### src/rtl/ysyx_exu_issue_q_if.sv
// IDU->EXU decoded-instruction bundle. The "in" view is the consumer side and
// the "out" view is the producer side, as seen from the module holding the port.
`ifndef YSYX_REG_LEN
`define YSYX_REG_LEN 5
`endif

interface idu_pipe_if;
    logic [31:0]               pc;
    logic [31:0]               inst;
    logic [31:0]               op1;
    logic [31:0]               op2;
    logic [31:0]               opj;
    logic [31:0]               imm;
    logic [4:0]                alu_op;
    logic [`YSYX_REG_LEN-1:0]  rd;
    logic                      ren;
    logic                      wen;
    logic                      jen;
    logic                      ben;
    logic [2:0]                func3;
    logic                      system;
    logic                      func3_z;
    logic                      csr_wen;
    logic                      ebreak;
    logic                      ecall;
    logic                      mret;

    modport in (
        input pc, inst, op1, op2, opj, imm, alu_op, rd, ren, wen, jen, ben,
              func3, system, func3_z, csr_wen, ebreak, ecall, mret
    );
    modport out (
        output pc, inst, op1, op2, opj, imm, alu_op, rd, ren, wen, jen, ben,
               func3, system, func3_z, csr_wen, ebreak, ecall, mret
    );
endinterface

### src/rtl/ysyx_exu_issue_q.sv
// In-order IDU->EXU issue FIFO; min latency 1 cycle, no bypass.
// in_ready from registered count and flush only; system heads wait for exu_idle.
`ifndef YSYX_REG_LEN
`define YSYX_REG_LEN 5
`endif

module ysyx_exu_issue_q #(
    parameter int DEPTH = 4,
    parameter int PTR_W = $clog2(DEPTH)
) (
    input  logic             clock,
    input  logic             reset,
    idu_pipe_if.in           idu,
    input  logic             in_valid,
    output logic             in_ready,
    idu_pipe_if.out          exu,
    output logic             out_valid,
    input  logic             out_ready,
    input  logic             flush,
    input  logic             exu_idle,
    output logic [PTR_W:0]   count
);

    typedef struct packed {
        logic [31:0]              pc;
        logic [31:0]              inst;
        logic [31:0]              op1;
        logic [31:0]              op2;
        logic [31:0]              opj;
        logic [31:0]              imm;
        logic [4:0]               alu_op;
        logic [`YSYX_REG_LEN-1:0] rd;
        logic                     ren;
        logic                     wen;
        logic                     jen;
        logic                     ben;
        logic [2:0]               func3;
        logic                     system;
        logic                     func3_z;
        logic                     csr_wen;
        logic                     ebreak;
        logic                     ecall;
        logic                     mret;
    } entry_t;

    localparam logic [PTR_W:0] FULL = (PTR_W + 1)'(DEPTH);

    entry_t           mem_q [DEPTH];
    entry_t           mem_d [DEPTH];
    logic [PTR_W-1:0] wr_ptr_q, wr_ptr_d;
    logic [PTR_W-1:0] rd_ptr_q, rd_ptr_d;
    logic [PTR_W:0]   count_q, count_d;

    entry_t in_ent;
    entry_t head;
    logic   push;
    logic   pop;

    assign in_ent = '{pc: idu.pc, inst: idu.inst, op1: idu.op1, op2: idu.op2,
                      opj: idu.opj, imm: idu.imm, alu_op: idu.alu_op, rd: idu.rd,
                      ren: idu.ren, wen: idu.wen, jen: idu.jen, ben: idu.ben,
                      func3: idu.func3, system: idu.system, func3_z: idu.func3_z,
                      csr_wen: idu.csr_wen, ebreak: idu.ebreak, ecall: idu.ecall,
                      mret: idu.mret};

    assign head      = mem_q[rd_ptr_q];
    assign in_ready  = (count_q != FULL) & ~flush;
    // system covers csr/ecall/ebreak/mret, so one bit gates serialization
    assign out_valid = (count_q != '0) & (~head.system | exu_idle) & ~flush;
    assign push      = in_valid & in_ready;
    assign pop       = out_valid & out_ready;
    assign count     = count_q;

    always_comb begin
        mem_d    = mem_q;
        wr_ptr_d = wr_ptr_q;
        rd_ptr_d = rd_ptr_q;
        count_d  = count_q;
        if (push) begin
            mem_d[wr_ptr_q] = in_ent;
            wr_ptr_d        = wr_ptr_q + 1'b1;
        end
        if (pop) begin
            rd_ptr_d = rd_ptr_q + 1'b1;
        end
        if (push && !pop) begin
            count_d = count_q + 1'b1;
        end else if (pop && !push) begin
            count_d = count_q - 1'b1;
        end
        // storage is left intact on flush; only the bookkeeping resets
        if (flush) begin
            wr_ptr_d = '0;
            rd_ptr_d = '0;
            count_d  = '0;
        end
    end

    always_ff @(posedge clock or negedge reset) begin
        if (!reset) begin
            wr_ptr_q <= '0;
            rd_ptr_q <= '0;
            count_q  <= '0;
            for (int i = 0; i < DEPTH; i++) begin
                mem_q[i] <= '0;
            end
        end else begin
            wr_ptr_q <= wr_ptr_d;
            rd_ptr_q <= rd_ptr_d;
            count_q  <= count_d;
            mem_q    <= mem_d;
        end
    end

    assign exu.pc      = head.pc;
    assign exu.inst    = head.inst;
    assign exu.op1     = head.op1;
    assign exu.op2     = head.op2;
    assign exu.opj     = head.opj;
    assign exu.imm     = head.imm;
    assign exu.alu_op  = head.alu_op;
    assign exu.rd      = head.rd;
    assign exu.ren     = head.ren;
    assign exu.wen     = head.wen;
    assign exu.jen     = head.jen;
    assign exu.ben     = head.ben;
    assign exu.func3   = head.func3;
    assign exu.system  = head.system;
    assign exu.func3_z = head.func3_z;
    assign exu.csr_wen = head.csr_wen;
    assign exu.ebreak  = head.ebreak;
    assign exu.ecall   = head.ecall;
    assign exu.mret    = head.mret;

endmodule

### src/flat_wrapper.sv
// flat-port wrapper written by rule: the top's interface ports become plain ports
module ysyx_exu_issue_q_flat 
#(
    parameter int DEPTH = 4,
    parameter int PTR_W = $clog2(DEPTH)
)
  (clock, reset, in_valid, in_ready, out_valid, out_ready, flush, exu_idle, count, idu_pc, idu_inst, idu_op1, idu_op2, idu_opj, idu_imm, idu_alu_op, idu_rd, idu_ren, idu_wen, idu_jen, idu_ben, idu_func3, idu_system, idu_func3_z, idu_csr_wen, idu_ebreak, idu_ecall, idu_mret, exu_pc, exu_inst, exu_op1, exu_op2, exu_opj, exu_imm, exu_alu_op, exu_rd, exu_ren, exu_wen, exu_jen, exu_ben, exu_func3, exu_system, exu_func3_z, exu_csr_wen, exu_ebreak, exu_ecall, exu_mret);
  idu_pipe_if idu_i ();
  idu_pipe_if exu_i ();
  input  logic clock;
  input  logic reset;
  input  logic in_valid;
  output logic in_ready;
  output logic out_valid;
  input  logic out_ready;
  input  logic flush;
  input  logic exu_idle;
  output logic [PTR_W:0] count;
  input wire logic [$bits(idu_i.pc)-1:0] idu_pc;
  input wire logic [$bits(idu_i.inst)-1:0] idu_inst;
  input wire logic [$bits(idu_i.op1)-1:0] idu_op1;
  input wire logic [$bits(idu_i.op2)-1:0] idu_op2;
  input wire logic [$bits(idu_i.opj)-1:0] idu_opj;
  input wire logic [$bits(idu_i.imm)-1:0] idu_imm;
  input wire logic [$bits(idu_i.alu_op)-1:0] idu_alu_op;
  input wire logic [$bits(idu_i.rd)-1:0] idu_rd;
  input wire logic [$bits(idu_i.ren)-1:0] idu_ren;
  input wire logic [$bits(idu_i.wen)-1:0] idu_wen;
  input wire logic [$bits(idu_i.jen)-1:0] idu_jen;
  input wire logic [$bits(idu_i.ben)-1:0] idu_ben;
  input wire logic [$bits(idu_i.func3)-1:0] idu_func3;
  input wire logic [$bits(idu_i.system)-1:0] idu_system;
  input wire logic [$bits(idu_i.func3_z)-1:0] idu_func3_z;
  input wire logic [$bits(idu_i.csr_wen)-1:0] idu_csr_wen;
  input wire logic [$bits(idu_i.ebreak)-1:0] idu_ebreak;
  input wire logic [$bits(idu_i.ecall)-1:0] idu_ecall;
  input wire logic [$bits(idu_i.mret)-1:0] idu_mret;
  output wire logic [$bits(exu_i.pc)-1:0] exu_pc;
  output wire logic [$bits(exu_i.inst)-1:0] exu_inst;
  output wire logic [$bits(exu_i.op1)-1:0] exu_op1;
  output wire logic [$bits(exu_i.op2)-1:0] exu_op2;
  output wire logic [$bits(exu_i.opj)-1:0] exu_opj;
  output wire logic [$bits(exu_i.imm)-1:0] exu_imm;
  output wire logic [$bits(exu_i.alu_op)-1:0] exu_alu_op;
  output wire logic [$bits(exu_i.rd)-1:0] exu_rd;
  output wire logic [$bits(exu_i.ren)-1:0] exu_ren;
  output wire logic [$bits(exu_i.wen)-1:0] exu_wen;
  output wire logic [$bits(exu_i.jen)-1:0] exu_jen;
  output wire logic [$bits(exu_i.ben)-1:0] exu_ben;
  output wire logic [$bits(exu_i.func3)-1:0] exu_func3;
  output wire logic [$bits(exu_i.system)-1:0] exu_system;
  output wire logic [$bits(exu_i.func3_z)-1:0] exu_func3_z;
  output wire logic [$bits(exu_i.csr_wen)-1:0] exu_csr_wen;
  output wire logic [$bits(exu_i.ebreak)-1:0] exu_ebreak;
  output wire logic [$bits(exu_i.ecall)-1:0] exu_ecall;
  output wire logic [$bits(exu_i.mret)-1:0] exu_mret;
  assign idu_i.pc = idu_pc;
  assign idu_i.inst = idu_inst;
  assign idu_i.op1 = idu_op1;
  assign idu_i.op2 = idu_op2;
  assign idu_i.opj = idu_opj;
  assign idu_i.imm = idu_imm;
  assign idu_i.alu_op = idu_alu_op;
  assign idu_i.rd = idu_rd;
  assign idu_i.ren = idu_ren;
  assign idu_i.wen = idu_wen;
  assign idu_i.jen = idu_jen;
  assign idu_i.ben = idu_ben;
  assign idu_i.func3 = idu_func3;
  assign idu_i.system = idu_system;
  assign idu_i.func3_z = idu_func3_z;
  assign idu_i.csr_wen = idu_csr_wen;
  assign idu_i.ebreak = idu_ebreak;
  assign idu_i.ecall = idu_ecall;
  assign idu_i.mret = idu_mret;
  assign exu_pc = exu_i.pc;
  assign exu_inst = exu_i.inst;
  assign exu_op1 = exu_i.op1;
  assign exu_op2 = exu_i.op2;
  assign exu_opj = exu_i.opj;
  assign exu_imm = exu_i.imm;
  assign exu_alu_op = exu_i.alu_op;
  assign exu_rd = exu_i.rd;
  assign exu_ren = exu_i.ren;
  assign exu_wen = exu_i.wen;
  assign exu_jen = exu_i.jen;
  assign exu_ben = exu_i.ben;
  assign exu_func3 = exu_i.func3;
  assign exu_system = exu_i.system;
  assign exu_func3_z = exu_i.func3_z;
  assign exu_csr_wen = exu_i.csr_wen;
  assign exu_ebreak = exu_i.ebreak;
  assign exu_ecall = exu_i.ecall;
  assign exu_mret = exu_i.mret;
  ysyx_exu_issue_q #(.DEPTH(DEPTH), .PTR_W(PTR_W)) u_core (.clock(clock), .reset(reset), .idu(idu_i), .in_valid(in_valid), .in_ready(in_ready), .exu(exu_i), .out_valid(out_valid), .out_ready(out_ready), .flush(flush), .exu_idle(exu_idle), .count(count));
endmodule
### config.mk
export PLATFORM = sky130hd
export DESIGN_NAME = ysyx_exu_issue_q_flat
export DESIGN_NICKNAME = d
export VERILOG_FILES = /design/src/rtl/ysyx_exu_issue_q_if.sv /design/src/rtl/ysyx_exu_issue_q.sv /design/src/flat_wrapper.sv
export SDC_FILE = /design/constraint.sdc
export NUM_CORES = 1
export LEC_CHECK = 0
export CAP_MARGIN = 20
export CORE_UTILIZATION = 40
export DETAILED_ROUTE_END_ITERATION = 8
export GPL_TIMING_DRIVEN = 0
export PLACE_DENSITY = 0.67
export SLEW_MARGIN = 20
export SYNTH_ARGS = -nofsm -noshare
export SYNTH_HDL_FRONTEND = slang
export SYNTH_SLANG_ARGS = --single-unit
### constraint.sdc
create_clock -name clock -period 5.1 [get_ports clock]
set_input_delay 1.02 -clock clock [delete_from_list [all_inputs] [get_ports clock]]
set_output_delay 1.02 -clock clock [all_outputs]
set_load 0.02 [all_outputs]
# == Yosys cells after proc, flatten, opt, wreduce, memory -nomap -nowiden ==
# Cells that the tools add are included.
# word_totals
reg_bits,867
wordCells,119
# op_classes
n_mux,13
n_eq_ne,1
magnitude_cmp,3
bitwise_logic,10
n_reduce_logical,9
addsub,4
# ops
op,count
$bwmux W860,1
$mux W215,3
$bmux W215 S2,1
$demux W215 S2,1
$mux W3,3
$mux W2,4
$ge A3 B3 Y1 const B,2
$not A2 Y3,2
$reduce_bool A3 Y1,2
$and A1 B1 Y1,5
$add A2 B1 Y2 const B,2
$reduce_bool A2 Y1,2
$add A3 B1 Y3 const B,1
$logic_and A1 B1 Y1,3
$lt A3 B1 Y1 const B,1
$ne A3 B3 Y1 const B,1
$sub A3 B1 Y3 const B,1
$logic_not A1 Y1,2
$not A1 Y1,2
$or A1 B1 Y1,1

# == Depth between registers and ports, before layout ==
# Gate-level depths: netlist of the first run.
# logic_depth
word_depth,13
depth_mapped,8

# == Worst setup path before layout of the first run ==
# Ideal clock, no wire load.
# synth_path
kind,register to output
from,register u_core.rd_ptr_q[0]
to,output port exu_inst[15]
slack_ns,2.271
t_required_ns,4.080
t_arrival_ns,1.809
stages_incl_launch_ff,5
path_buffers,3
path_cell_list,dfrtp_1 clkbuf_1 buf_2 buf_2 mux4_2
# synth_via
elab_chain_cells,4
# synth_lines
element,line_no,text
"start, declared",ysyx_exu_issue_q.sv:51,"logic [PTR_W-1:0] rd_ptr_q, rd_ptr_d;"
"start signal, assigned",ysyx_exu_issue_q.sv:109,rd_ptr_q <= rd_ptr_d;
$not A2 Y3 (not written as such),ysyx_exu_issue_q.sv:66,assign head = mem_q[rd_ptr_q];
$bmux W215 S2,ysyx_exu_issue_q.sv:66,
$mux W215 (not written as such) (2 in a row),ysyx_exu_issue_q.sv:66,
"end, declared",flat_wrapper.sv:39,output wire logic [$bits(exu_i.inst)-1:0] exu_inst;
# No other way between the ends. The select of a mux whose other input is x is not followed.

# == Final worst setup path of the first run ==
# layout_path
from,register u_core.rd_ptr_q[1]
to,output port exu_opj[6]
# layout_via
elab_chain_cells,4
# layout_lines
element,line_no,text
$not A2 Y3 (not written as such),ysyx_exu_issue_q.sv:66,
$bmux W215 S2,ysyx_exu_issue_q.sv:66,
$mux W215 (not written as such) (2 in a row),ysyx_exu_issue_q.sv:66,
"end, declared",flat_wrapper.sv:42,output wire logic [$bits(exu_i.opj)-1:0] exu_opj;
# No other way between the ends. The select of a mux whose other input is x is not followed.

==> results.md, run 1 <==
* Synth cell types at 31
* Hold Crit Class: input pin to asynchronous set/reset pin
* Die X at 308 microns
* Synth Instances at 2133
* Min Tclk post-route at 4.91 ns
* Sequential share of the synthesized area at 58.0%
* CP max stage delay at 0.72 ns
* YS warnings at 0
* Worst Skew at 0.0142 ns
* Avg Inst Size Synth at 17.5 sq um
* Critical path's most frequent cell: clkbuf_1
* First-pass GRT wire length at 147000 microns
* Clk slew on worst S/H paths at 0.06 ns
* First-pass DRT Iterations at 5
* CP bufs+invs at 4
* DRT met1 WL at 37900 microns
* Final setup vio count at 0
* Worst vdd ir at 376 uV
* # Post-CTS Setup Buffers at 0
* Vias in the first global route at 24000
* Full die area at 0.0947 sq mm
* Worst hold slack at 0.302 ns
* Die height at 308 microns
* DRT Wirelength at 96100 microns
* CP top delay family: buffers and inverters
* Area growth from synthesis to layout at 25.5%
* Leading area contributor after synthesis: dfrtp_1
* WP data arrival at 3.89 ns
* CTS resizes at 4
* # rows at 111
* Vias per std cell at 5.31
* First DRT Iteration DRCs at 901
* Overflow after GRT at 0
* Dpl cells at 3825
* Final hold viol count at 0
* IO Port Bufs at 439
* Pwr/cell area at 655 mW/mm^2
* Starting Density at 40.6%
* Max Cap Violations at 0
* Maximum fanout along the worst path at 10
* Post-route ant nets at 0
* Core Area at 0.0921 sq mm
* Final worst path period share at 96.3%
* CP cell instances: clkbuf_1, clkbuf_2, clkbuf_1, mux4_2, clkdlybuf4s50_1
* CP endpoint kind: output pin
* CP required at 4.08 ns
* Routability cong. at 0.752
* # fillers at 7575
* Max Clock Freq at 204 MHz
* Share of layout cells above drive strength 1 at 49.3%
* Layout Utilization at 50.9%
* Max Slew Vio Count at 0
* Via count at 21300
* CTS root buf: clkbuf_16
* Leakage power total at 0.0201 uW
* Gr usage total at 20.5%
* Clk sinks at 867
* Status: complete, no violations
* Max layer used: met5
* Initial antenna violation count at 29
* Relative max-transition margin at 36.2%
* Post-synth top area share at 58.0%
* Synth Register Bits at 867
* Num CTS Buffers at 95
* Longest Clk Path Bufs at 3
* DP Wirelength at 67700 microns
* Hold buffer count at CTS at 0
* DR WL met3 at 6880 microns
* Final nets at 2905
* CTS tree: yes
* Largest net degree at the start of global routing at 107
* Clk_lat worst skew at 0.66 ns
* Routed wire per std cell at 24.0 microns
* Mapped cell area at 0.0374 sq mm
* Least-Margin Pin Slew at 0.957 ns
* TNS Setup at 0 ns
* DRC Markers at 0
* Most common cell after layout, fill and taps aside: dfrtp_1
* Unrepaired setup endpoints after global routing: no
* Critical path type: register to output pin
* IO Pins at 441
* CP max-delay cell: clkbuf_1
* Syn Nets at 2359
* Met2 routed WL at 48900 microns
* CP startpoint kind: register
* Main area contributors after synthesis: dfrtp_1, mux2_2, mux4_2
* Finished Layout Cells at 4003
* Most frequent cells in the layout: dfrtp_1, mux2_2, clkdlybuf4s50_1, mux4_2, clkbuf_16
* H-tree depth at 3
-- Yosys cell counts (all sizes together) --
cell type,instances
fa,1
a21o,1
o21ai,2
nor3,2
clkbuf,22
o2111ai,1
dfrtp,867
mux4,215
xor2,1
buf,120
ha,4
mux2i,1
nand2,10
or3b,1
a21oi,2
nor2,4
and2,2
nor2b,1
nand2b,1
o31ai,1
or3,1
xnor2,1
mux2,860
a2111oi,1
inv,7
a211oi,1
nand3,3
-- layout make-up --
cell class                 instances  area [sq um]  area share [%]
sequential                       867         21700            46.3
multi-input combinational       1117         14800            31.6
timing repair buffer             449          4670            9.97
clock buffer                     137          2760            5.88
tap                             1243          1560            3.32
buffer                           142           831            1.77
clock inverter                    33           513            1.09
inverter                           7          26.3          0.0560
antenna                            8          20.0          0.0427
-- worst reg2reg max path: cells and delay by family, from the launching register on --
family	cells	cell delay [ns]
fa+ha+maj	1	0.46
buf+inv	1	0.57
simple gates	3	0.61
flops	1	0.32
compound gates	2	0.99
mux	1	0.52
-- where the power goes --
group          switching (uW)  internal [uW]  total (uW)  leakage, uW
sequential               1600          10100       11700       0.0108
clock                    2760           4400        7160      0.00160
combinational            5060           6760       11800      0.00774
total                    9430          21300       30700       0.0201
-- state kept, by name (all words and copies together), names as in the netlist --
name	flops
u_core.count	3
u_core.mem_q	860
u_core.rd_ptr_q	2
u_core.wr_ptr_q	2
-- kinds of logic after synthesis --
group | Yosys count | synth area share, %
flops | 867 | 58.0
simple gates | 25 | 0.341
mux | 1076 | 38.9
buf+inv | 149 | 2.27
fa+ha+maj | 5 | 0.187
compound gates | 9 | 0.211
xor+xnor | 2 | 0.0469
-- path summary, 6_finish.rpt --
path                                          from                 to  slack, ns  cells past startpoint
worst max-delay path            u_core.rd_ptr_q[1]         exu_opj[6]       0.19                      5
worst min-delay path                         reset  u_core.mem_q[241]       0.30                      1
worst max register to register  u_core.rd_ptr_q[1]    u_core.count[2]       1.57                      8
worst min register to register   u_core.mem_q[391]  u_core.mem_q[391]       0.50                      1
max in group asynchronous                    reset  u_core.mem_q[569]       2.37                      6
min in group clock               u_core.mem_q[391]  u_core.mem_q[391]       0.50                      1
-- per-stage QoR --
step	cell area, sq um	setup slack, ns	power, uW
global route	46900	0.000934	32300
floorplan	37400	2.27	18800
global placement	43300	-32.76	23200
finish	46900	0.188	30700
CTS	46900	0.0522	31100
detailed placement	43600	0.313	23800
-- per-layer routing --
layer  up-vias  GRT usage [%]
li1       9114              -
met1     11500           25.2
met2       457           34.6
met3       181           6.63
met4        40           5.75
met5         -              0
Power figures use the tool's default switching activity.
==> run 2, diff against run 1 <==
- CORE_ASPECT_RATIO: not set -> 1.75
==> run 2 against run 1 <==
Effect of this change:
- critical path depth stayed put
- flip-flop and latch count stayed put
- largest cell class unchanged
- register-to-register slack hardly changed
- global-route usage is 0.34 points higher
==> results.md, run 2 (synthesized netlist as in run 1, its figures left out) <==
* Max Clock Freq at 203 MHz
* DRT Wirelength at 97000 microns
* Final WS setup at 0.169 ns
* DRC Markers at 0
* Routed wire per std cell at 24.6 microns
* Overflow after GRT at 0
* CP required at 4.08 ns
* First DRT Iteration DRCs at 771
* Routability cong. at 0.762
* CP startpoint kind: register
* First-pass GRT wire length at 148000 microns
* Least-Margin Pin Slew at 1.05 ns
* IO Port Bufs at 439
* Unrepaired setup endpoints after global routing: no
* P_sw at 9380 uW
* Die X at 233 microns
* Die height at 406 microns
* Final hold viol count at 0
* CP top delay family: buffers and inverters
* RR Endpoint: u_core.count[2]
* # rows at 148
* FF-to-FF Start: u_core.rd_ptr_q[0]
* IO Pins at 441
* Worst vdd ir at 481 uV
* Dpl cells at 3781
* First-pass DRT Iterations at 7
* H-tree depth at 3
* # Post-CTS Setup Buffers at 0
* Max Slew Vio Count at 0
* Internal power at 20800 uW
* Area growth from synthesis to layout at 24.4%
* Critical path endpoint: exu_op2[2]
* Clk_lat worst skew at 0.65 ns
* Critical path type: register to output pin
* Hold buffer count at CTS at 0
* Finished Layout Cells at 3940
* Sequential share of power at 38.9%
* Initial antenna violation count at 18
* Pwr/cell area at 650 mW/mm^2
* Clk sinks at 867
* Longest Clk Path Bufs at 3
* Relative max-transition margin at 29.9%
* Met2 routed WL at 51800 microns
* Share of layout cells above drive strength 1 at 49.1%
* CTS root buf: clkbuf_16
* Crit path depth at 5
* Worst Skew at 0.0149 ns
* Largest Register: u_core.mem_q
* Comb pwr share at 39.1%
* Via count at 21000
* Vias per std cell at 5.34
* Clk slew on worst S/H paths at 0.07 ns
* Most common cell after layout, fill and taps aside: dfrtp_1
* CP Launch Point: u_core.rd_ptr_q[1]
* Core Area at 0.0928 sq mm
* Leakage power total at 0.0199 uW
* Sw Ratio at 31.0%
* CP endpoint kind: output pin
* CP max stage delay at 0.82 ns
* Final worst path period share at 96.7%
* Max Cap Violations at 0
* DR WL met3 at 5710 microns
* DRT met1 WL at 36300 microns
* TNS Setup at 0 ns
* Max layer used: met5
* Pwr Total at 30200 uW
* Num CTS Buffers at 84
* CP max-delay cell: clkbuf_1
* Starting Density at 40.3%
* Post-route ant nets at 0
* Vias in the first global route at 24500
* Reg2Reg Setup Slack at 1.58 ns
* CTS tree: yes
* Final nets at 2892
* Hold Crit Class: input pin to asynchronous set/reset pin
* Worst slack at placement at 0.504 ns
* Largest net degree at the start of global routing at 108
* Number of flip-flops in the largest register at 860
* Maximum fanout along the worst path at 10
* Min Tclk post-route at 4.93 ns
* CP bufs+invs at 4
* DP Wirelength at 69700 microns
* CP cell instances: clkbuf_1, clkbuf_2, clkbuf_1, mux4_2, clkdlybuf4s50_1
* Status: complete, no violations
* Full die area at 0.0947 sq mm
* Final setup vio count at 0
* Worst Reg2Reg Path Length in Cells at 7
* Clock power share at 21.9%
* Gr usage total at 20.9%
* Most frequent cells in the layout: dfrtp_1, mux2_2, clkdlybuf4s50_1, mux4_2, clkbuf_16
* Critical path's most frequent cell: clkbuf_1
* WP data arrival at 3.91 ns
[run 2: cell count changes in the layout (fill, tap and decap cells not counted), moves of 2 or more]
cell	delta
clkinvlp_4	+2
clkinv_4	+3
buf_1	-2
clkbuf_16	-10
clkbuf_8	-3
clkbuf_1	-5
inv_6	-3
[run 2: how the worst min path moves through the flow]
| stage | startpoint | depth (start not counted) | to | slack [ns] |
|---|---|---|---|---|
| 2_1_floorplan | u_core.mem_q[221] | 1 | u_core.mem_q[221] | 0.47 |
| 3_3_place_gp | u_core.mem_q[222] | 1 | u_core.mem_q[222] | 0.48 |
| 3_5_place_dp | u_core.mem_q[349] | 1 | u_core.mem_q[349] | 0.49 |
| 4_1_cts | reset | 1 | u_core.mem_q[422] | 0.23 |
| 5_1_grt | reset | 1 | u_core.mem_q[422] | 0.26 |
| 6_report | reset | 1 | u_core.mem_q[422] | 0.28 |
[run 2: repair_timing]
item | in CTS | in global routing
setup endpoints to repair | 114 | 1
hold endpoints to repair | 0 | 0
gates cloned | 0 | 0
gates resized for setup | 1 | 2
[run 2: final cells by class]
cell class | instances | area (sq um)
fillers | 7667 | 46300
flip-flops and latches | 867 | 21700
multi-input cells | 1117 | 14800
repair buffers | 448 | 4650
clock buffers | 118 | 2440
well taps | 1200 | 1500
plain buffers | 141 | 832
clock inverters | 33 | 493
inverters | 7 | 26.3
diodes | 9 | 22.5
[run 2: stage by stage]
stage | hold WS, ns | utilization [%] | instance area (sq um)
6_report | 0.276 | 50.1 | 46500
5_1_grt | 0.265 | 50.1 | 46500
4_1_cts | 0.234 | 50.1 | 46500
3_5_place_dp | 0.487 | 46.9 | 43500
3_3_place_gp | 0.481 | 46.6 | 43300
2_1_floorplan | 0.474 | - | 37400
[run 2: power groups by stage]
| stage | Combinational (uW) | Sequential, uW | Clock [uW] |
|---|---|---|---|
| after global placement | 11700 | 11600 | 0 |
| after floorplan | 7610 | 11200 | 0 |
| after global routing | 12600 | 12100 | 7080 |
| after detailed placement | 12000 | 11900 | 0 |
| after CTS | 12000 | 11800 | 6830 |
| final | 11800 | 11800 | 6630 |
[run 2: routing by layer]
layer | global-route usage [%] | vias up
met3 | 5.11 | 167
met4 | 8.70 | 18
li1 | - | 9062
met5 | 0 | -
met1 | 23.3 | 11300
met2 | 37.4 | 487
